[config.mk]
export PLATFORM = sky130hd
export DESIGN_NAME = note_judge_unit
export DESIGN_NICKNAME = d
export VERILOG_FILES = /design/src/rtl/note_judge_pkg.sv /design/src/rtl/bin2bcd_seq.sv /design/src/rtl/note_judge_unit.sv
export SDC_FILE = /design/constraint.sdc
export NUM_CORES = 1
export LEC_CHECK = 0
export ABC_AREA = 1
export BUFFER_PORTS_ARGS = -buffer_cell sky130_fd_sc_hd__buf_2
export CORE_UTILIZATION = 63
export CTS_BUF_LIST = sky130_fd_sc_hd__clkbuf_8 sky130_fd_sc_hd__clkbuf_16
export DETAILED_ROUTE_END_ITERATION = 12
export GPL_TIMING_DRIVEN = 0
export HOLD_SLACK_MARGIN = 0.06
export PLACE_DENSITY_LB_ADDON = 0.05
export SLEW_MARGIN = 30
export SYNTH_ARGS = -nofsm -noshare
export SYNTH_HDL_FRONTEND = slang
export SYNTH_SLANG_ARGS = --single-unit
[constraint.sdc]
create_clock -name clk -period 5.15 [get_ports clk]
set_clock_uncertainty 0.2 [all_clocks]
set_input_delay 0.515 -clock clk [delete_from_list [all_inputs] [get_ports clk]]
set_output_delay 0.515 -clock clk [all_outputs]
set_load 0.01 [all_outputs]
[src/rtl/note_judge_pkg.sv]
// Shared types, default parameters and the combo score multiplier for the note judge.
package note_judge_pkg;

   typedef enum logic [0:0] {IDLE = 1'b0, OPEN = 1'b1} judge_state_t;

   localparam int LANES_DEF     = 5;
   localparam int WINDOW_DEF    = 8;
   localparam int COMBO_MAX_DEF = 15;
   localparam int MAX_SCORE_DEF = 9999;
   localparam int DIGITS_DEF    = 4;

   // Pre-increment combo 0..3 -> 1x, 4..7 -> 2x, 8..11 -> 3x, 12+ -> 4x.
   function automatic logic [2:0] mult_f(input int unsigned combo);
      int unsigned q;
      q = combo >> 2;
      if (q > 3) q = 3;
      return 3'(q + 1);
   endfunction

endpackage

[src/rtl/bin2bcd_seq.sv]
// Sequential shift-add-3 binary to BCD converter: one load cycle then W shift cycles.
module bin2bcd_seq #(
   parameter int W      = 14,
   parameter int DIGITS = 4
) (
   input  logic                clk,
   input  logic                reset,
   input  logic                start,
   input  logic [W-1:0]        bin,
   output logic                busy,
   output logic                done,
   output logic [4*DIGITS-1:0] bcd
);
   localparam int BW = 4 * DIGITS;
   localparam int CW = $clog2(W + 1);

   logic          busy_q, busy_d;
   logic [CW-1:0] cnt_q, cnt_d;
   logic [W-1:0]  sh_q, sh_d;
   logic [BW-1:0] acc_q, acc_d, adj;
   logic [BW-1:0] bcd_q, bcd_d;

   always_comb begin
      busy_d = busy_q;
      cnt_d  = cnt_q;
      sh_d   = sh_q;
      acc_d  = acc_q;
      bcd_d  = bcd_q;
      adj    = acc_q;
      for (int i = 0; i < DIGITS; i++) begin
         if (acc_q[4*i +: 4] >= 4'd5) adj[4*i +: 4] = acc_q[4*i +: 4] + 4'd3;
      end
      if (busy_q) begin
         acc_d = BW'({adj, sh_q[W-1]});
         sh_d  = sh_q << 1;
         cnt_d = cnt_q - 1'b1;
         // Visible result only changes on the final shift, so bcd never shows partial values.
         if (cnt_q == CW'(1)) begin
            busy_d = 1'b0;
            bcd_d  = acc_d;
         end
      end else if (start) begin
         busy_d = 1'b1;
         cnt_d  = CW'(W);
         sh_d   = bin;
         acc_d  = '0;
      end
   end

   always_ff @(posedge clk or posedge reset) begin
      if (reset) begin
         busy_q <= 1'b0;
         cnt_q  <= '0;
         sh_q   <= '0;
         acc_q  <= '0;
         bcd_q  <= '0;
      end else begin
         busy_q <= busy_d;
         cnt_q  <= cnt_d;
         sh_q   <= sh_d;
         acc_q  <= acc_d;
         bcd_q  <= bcd_d;
      end
   end

   assign busy = busy_q;
   assign done = busy_q && (cnt_q == CW'(1));
   assign bcd  = bcd_q;

endmodule

[src/rtl/note_judge_unit.sv]
// Judges player chords against song notes inside a tick-counted window; keeps combo, score and BCD score.
//   state | meaning
//   IDLE  | no note armed, waiting for a non-rest note_valid
//   OPEN  | note armed, accumulating presses until hit, wrong fret or window expiry
module note_judge_unit
   import note_judge_pkg::*;
#(
   parameter int LANES     = LANES_DEF,
   parameter int WINDOW    = WINDOW_DEF,
   parameter int COMBO_MAX = COMBO_MAX_DEF,
   parameter int MAX_SCORE = MAX_SCORE_DEF,
   parameter int DIGITS    = DIGITS_DEF
) (
   input  logic                             clk,
   input  logic                             reset,
   input  logic                             tick,
   input  logic                             note_valid,
   input  logic [LANES-1:0]                 note,
   input  logic [LANES-1:0]                 btn,
   output logic                             hit,
   output logic                             miss,
   output logic                             window_open,
   output logic [$clog2(COMBO_MAX+1)-1:0]   combo,
   output logic [$clog2(MAX_SCORE+1)-1:0]   score,
   output logic [4*DIGITS-1:0]              bcd,
   output logic                             bcd_valid
);
   localparam int CW = $clog2(COMBO_MAX + 1);
   localparam int SW = $clog2(MAX_SCORE + 1);
   localparam int TW = $clog2(WINDOW + 1);

   judge_state_t   state_q, state_d;
   logic [LANES-1:0] target_q, target_d, acc_q, acc_d, btn_q, press, acc_nx;
   logic [TW-1:0]  cnt_q, cnt_d;
   logic           hit_q, hit_d, miss_q, miss_d, wopen_q;
   logic [CW-1:0]  combo_q, combo_d;
   logic [SW-1:0]  score_q, score_d;
   logic [SW:0]    sum;
   logic           pend_q, pend_d, bcd_valid_q, bcd_valid_d;
   logic           score_chg, conv_start, conv_busy, conv_done;

   always_comb begin
      state_d  = state_q;
      target_d = target_q;
      acc_d    = acc_q;
      cnt_d    = cnt_q;
      hit_d    = 1'b0;
      miss_d   = 1'b0;
      combo_d  = combo_q;
      score_d  = score_q;
      press    = btn & ~btn_q;
      acc_nx   = acc_q | press;
      sum      = {1'b0, score_q} + (SW+1)'(mult_f(32'(combo_q)));

      if (state_q == OPEN) begin
         if (|(acc_nx & ~target_q))                            miss_d = 1'b1;
         else if (acc_nx == target_q)                          hit_d  = 1'b1;
         else if (note_valid || (tick && cnt_q == TW'(1)))     miss_d = 1'b1;
         else begin
            acc_d = acc_nx;
            if (tick) cnt_d = cnt_q - 1'b1;
         end
         if (hit_d || miss_d) state_d = IDLE;
      end

      // A note_valid while OPEN always resolves the old note above, so arming is state-independent.
      if (note_valid && note != '0) begin
         state_d  = OPEN;
         target_d = note;
         acc_d    = '0;
         cnt_d    = TW'(WINDOW);
      end

      if (hit_d) begin
         combo_d = (combo_q == CW'(COMBO_MAX)) ? combo_q : combo_q + 1'b1;
         score_d = (sum > (SW+1)'(MAX_SCORE)) ? SW'(MAX_SCORE) : sum[SW-1:0];
      end else if (miss_d) begin
         combo_d = '0;
      end

      score_chg   = (score_d != score_q);
      conv_start  = pend_q && !conv_busy;
      pend_d      = score_chg || (pend_q && !conv_start);
      bcd_valid_d = bcd_valid_q;
      if (score_chg)                 bcd_valid_d = 1'b0;
      else if (conv_done && !pend_q) bcd_valid_d = 1'b1;
   end

   always_ff @(posedge clk or posedge reset) begin
      if (reset) begin
         state_q     <= IDLE;
         target_q    <= '0;
         acc_q       <= '0;
         cnt_q       <= '0;
         btn_q       <= '0;
         hit_q       <= 1'b0;
         miss_q      <= 1'b0;
         wopen_q     <= 1'b0;
         combo_q     <= '0;
         score_q     <= '0;
         pend_q      <= 1'b0;
         bcd_valid_q <= 1'b1;
      end else begin
         state_q     <= state_d;
         target_q    <= target_d;
         acc_q       <= acc_d;
         cnt_q       <= cnt_d;
         btn_q       <= btn;
         hit_q       <= hit_d;
         miss_q      <= miss_d;
         wopen_q     <= (state_d == OPEN);
         combo_q     <= combo_d;
         score_q     <= score_d;
         pend_q      <= pend_d;
         bcd_valid_q <= bcd_valid_d;
      end
   end

   bin2bcd_seq #(.W(SW), .DIGITS(DIGITS)) u_bcd (
      .clk   (clk),
      .reset (reset),
      .start (conv_start),
      .bin   (score_q),
      .busy  (conv_busy),
      .done  (conv_done),
      .bcd   (bcd)
   );

   assign hit         = hit_q;
   assign miss        = miss_q;
   assign window_open = wopen_q;
   assign combo       = combo_q;
   assign score       = score_q;
   assign bcd_valid   = bcd_valid_q;

endmodule

==> metrics.txt <==
commonest non-fill, non-tap cell in the layout=nand2_1; XOR/XNOR Fraction of Synth Area=1.43%; post-layout util=74.6%; die area=8150 sq um; Filler cells=587; Final ANT Viol Nets=0; Int Pwr=0.00177 W; DR iter-0 viols=209; synthesized area=4910 sq um; P per Cell Area=586 nW/um^2; number of cells on the worst hold path=1; CTS tree=yes; CTS max path bufs=2; Post-Synthesis Cells=612; worst hold slack=0.0733 ns; crit path kind=register to register; worst hold path type=input port to register; final critical-path share of the clock period=65.5%; first-pass GRT wire length=19100 um; compound-gate portion of the synthesized area=13.5%; worst reg2reg path endpoint=bcd_valid; hold_sp=btn[0]; RR Startpoint=score[0]; Post-layout nets=711; Mapped Nets=647; detailed-route via count=4366; n_diodes=0; Residual DRC=0; overflow left after global routing=0; share of cells above drive strength 1=13.1%; register share of total power=36.3%; Synth Area in Simple Gates=23.7%; area grow syn2layout=12.6%; LEAKAGE=2.79 nW; busiest grt layer=met2; vias in the first global route=4255; most frequent cells in the layout=153 x nand2_1, 92 x dfrtp_1, 81 x inv_1; CTS Root Cell=clkbuf_8; Max Slew Vio Count=0; pin slew with the least headroom to its limit=0.506 ns; Final Hold Viols=0; TNS Setup=0 ns; Clk Latency, worst-skew pair=0.35 ns; fmax=296 MHz; TritonCTS Sinks=93; Ys Warns=0; GR Layer Usage met2=48.6%; post-synthesis sequential area ratio=47.4%; switching part of the total=45.3%; Final HPWL DP=8210 um; Seq cells post-synth=93; post-synth cell types=37; Crit Path Max Fanout=10; Startpoint Class=register; Worst setup EP type=register; Pre-Repair DR Iteration Count=5; largest net degree at the start of global routing=70; largest family of logic cells by synthesized area=simple AND/OR/NAND/NOR gates; # resized after CTS=0; Post-Syn Area per Cell=8.02 sq um; Max-cap violations=0; GPL Wtd Cong=0.980; IO Pins=52; final setup fails=0; DIE WIDTH=90.3 um; Comb pwr share=48.4%; Sw Pwr=0.00147 W; max_slew headroom=66.0%; Clock transition at path regs=0.09 ns; Max VDD drop=325 uV; FF-to-FF setup slack=1.77 ns; antenna violations before repair=0; hold worst-path end=btn_q[0]; min Tclk post-route=3.38 ns; die boundary height=90.3 um; Core Box Area=7410 sq um; cts bufs inserted=9; Synth Area in Adders=5.51%; WL/cell=14.1 um; Via density=5.60; outcome=finished clean; GR Layer Usage met3=3.87%; RSZ-0062 raised after global routing=no; met1 Use GR=37.2%; postcts setup bufs=0; initial core utilization=66.3%; crit path DAT=3.47 ns; GR Util All Layers=28.8%; final wirelength=11000 um; hold_buf cts=1; Critical Path RT=5.24 ns; R2R cell count=23; H-Tree Depth=3; multiplexer share of the synthesized area=0%; Clk network pwr share=15.3%; IO buf count=51; Rows=31
[cells in the mapped netlist]
cell type	n	area, sq um
a211oi_1	3	22.5
a21oi_1	15	75.1
a221oi_1	1	8.76
a22oi_1	5	37.5
a31oi_1	1	6.26
a32o_1	1	10.0
and2_1	1	6.26
buf_1	1	3.75
buf_4	1	7.51
buf_6	2	22.5
clkbuf_1	13	48.8
clkinv_1	3	11.3
dfrtp_1	92	2300
dfstp_2	1	26.3
fa_1	1	20.0
ha_1	20	250
inv_1	82	308
inv_2	3	11.3
nand2_1	153	574
nand2_2	5	31.3
nand3_1	45	225
nand3b_1	1	7.51
nand4_1	10	62.6
nor2_1	40	150
nor2_2	3	18.8
nor2_4	2	22.5
nor3_1	7	35.0
nor4_1	1	6.26
o211ai_1	14	105
o21a_1	1	7.51
o21ai_0	53	265
o21bai_1	1	7.51
o221ai_1	1	8.76
o22ai_1	16	100
o31ai_1	1	7.51
or2_2	4	25.0
xor2_1	8	70.1
[power by group through the flow]
stage          clock network (W)  logic, W  registers (W)
6_report                0.000495   0.00157        0.00118
5_1_grt                 0.000522   0.00176        0.00121
4_1_cts                 0.000499   0.00156        0.00117
3_5_place_dp                   0   0.00154        0.00118
3_3_place_gp                   0   0.00146        0.00117
2_1_floorplan                  0   0.00108        0.00120
[routing by layer]
metal  vias up  part of all wire, %  wire length [um]
met5         -                    0                 0
met4         0                  1.9               214
met3        26                  5.2               568
met2       153                   49              5430
met1      2061                   44              4810
li1       2126                    -                 -
[critical path, stage by stage, from the launching register on]
cell and delay [ns]:
dfrtp_1 0.39, inv_1 0.10, ha_1 0.22, fa_1 0.45
inv_1 0.08, nand2_1 0.08, inv_1 0.13, nand3_1 0.08
nand2_1 0.09, nand2_1 0.05, nor2_1 0.16, nand2_1 0.09
nor2_1 0.12, nand3_1 0.10, nand2_2 0.16, buf_6 0.16
nand2_2 0.06, nand3_1 0.08, nand2_1 0.06, inv_1 0.04
nand2_1 0.04, nor2_1 0.16, nand3_1 0.12, nor2_1 0.10
[per-stage QoR]
step | cell area [sq um] | setup WS (ns) | instances | total power (W)
global route | 5530 | 1.45 | 779 | 0.00349
global placement | 5290 | 0.992 | 762 | 0.00263
detailed placement | 5320 | 1.90 | 763 | 0.00273
CTS | 5530 | 1.85 | 779 | 0.00323
floorplan | 4910 | 2.02 | 612 | 0.00228
finish | 5530 | 1.77 | 779 | 0.00324
[how the worst max path moves through the flow]
stage / start / to / slack (ns) / cells after the start
after global routing: score[0] / bcd_valid / 1.45 / 23
after floorplan: reset / acc_q[0] / 2.02 / 1
final: score[0] / bcd_valid / 1.77 / 23
after detailed placement: combo[2] / bcd_valid / 1.90 / 23
after CTS: combo[2] / bcd_valid / 1.85 / 23
after global placement: reset / u_bcd.acc_q[13] / 0.99 / 2
[flip-flops by register name, indices dropped and copies added, names as in the netlist]
register	count
u_bcd.sh_q	14
cnt_q	4
miss	1
bcd_valid	1
score	14
u_bcd.bcd	16
hit	1
u_bcd.cnt_q	4
u_bcd.acc_q	16
u_bcd.busy	1
combo	4
window_open	1
pend_q	1
target_q	5
btn_q	5
acc_q	5
[cells by family (layout without fill, tap and decap cells)]
logic type      Yosys count  in the layout
flops                    93             93
compound gates          113            113
simple gates            272            272
buf+inv                 105            173
fa+ha+maj                21             21
xor+xnor                  8              8
[cell type report]
cell class                 instances  area, sq um  share of cell area [%]
buffer                            17         82.6                    1.49
clock buffer                      10          138                    2.49
clock inverter                     5         60.1                    1.09
inverter                          88          335                    6.07
multi-input combinational        414         2170                    39.2
sequential                        93         2330                    42.1
tap                               99          124                    2.24
timing repair buffer              53          293                    5.30
(Power assumes the default switching activity.)
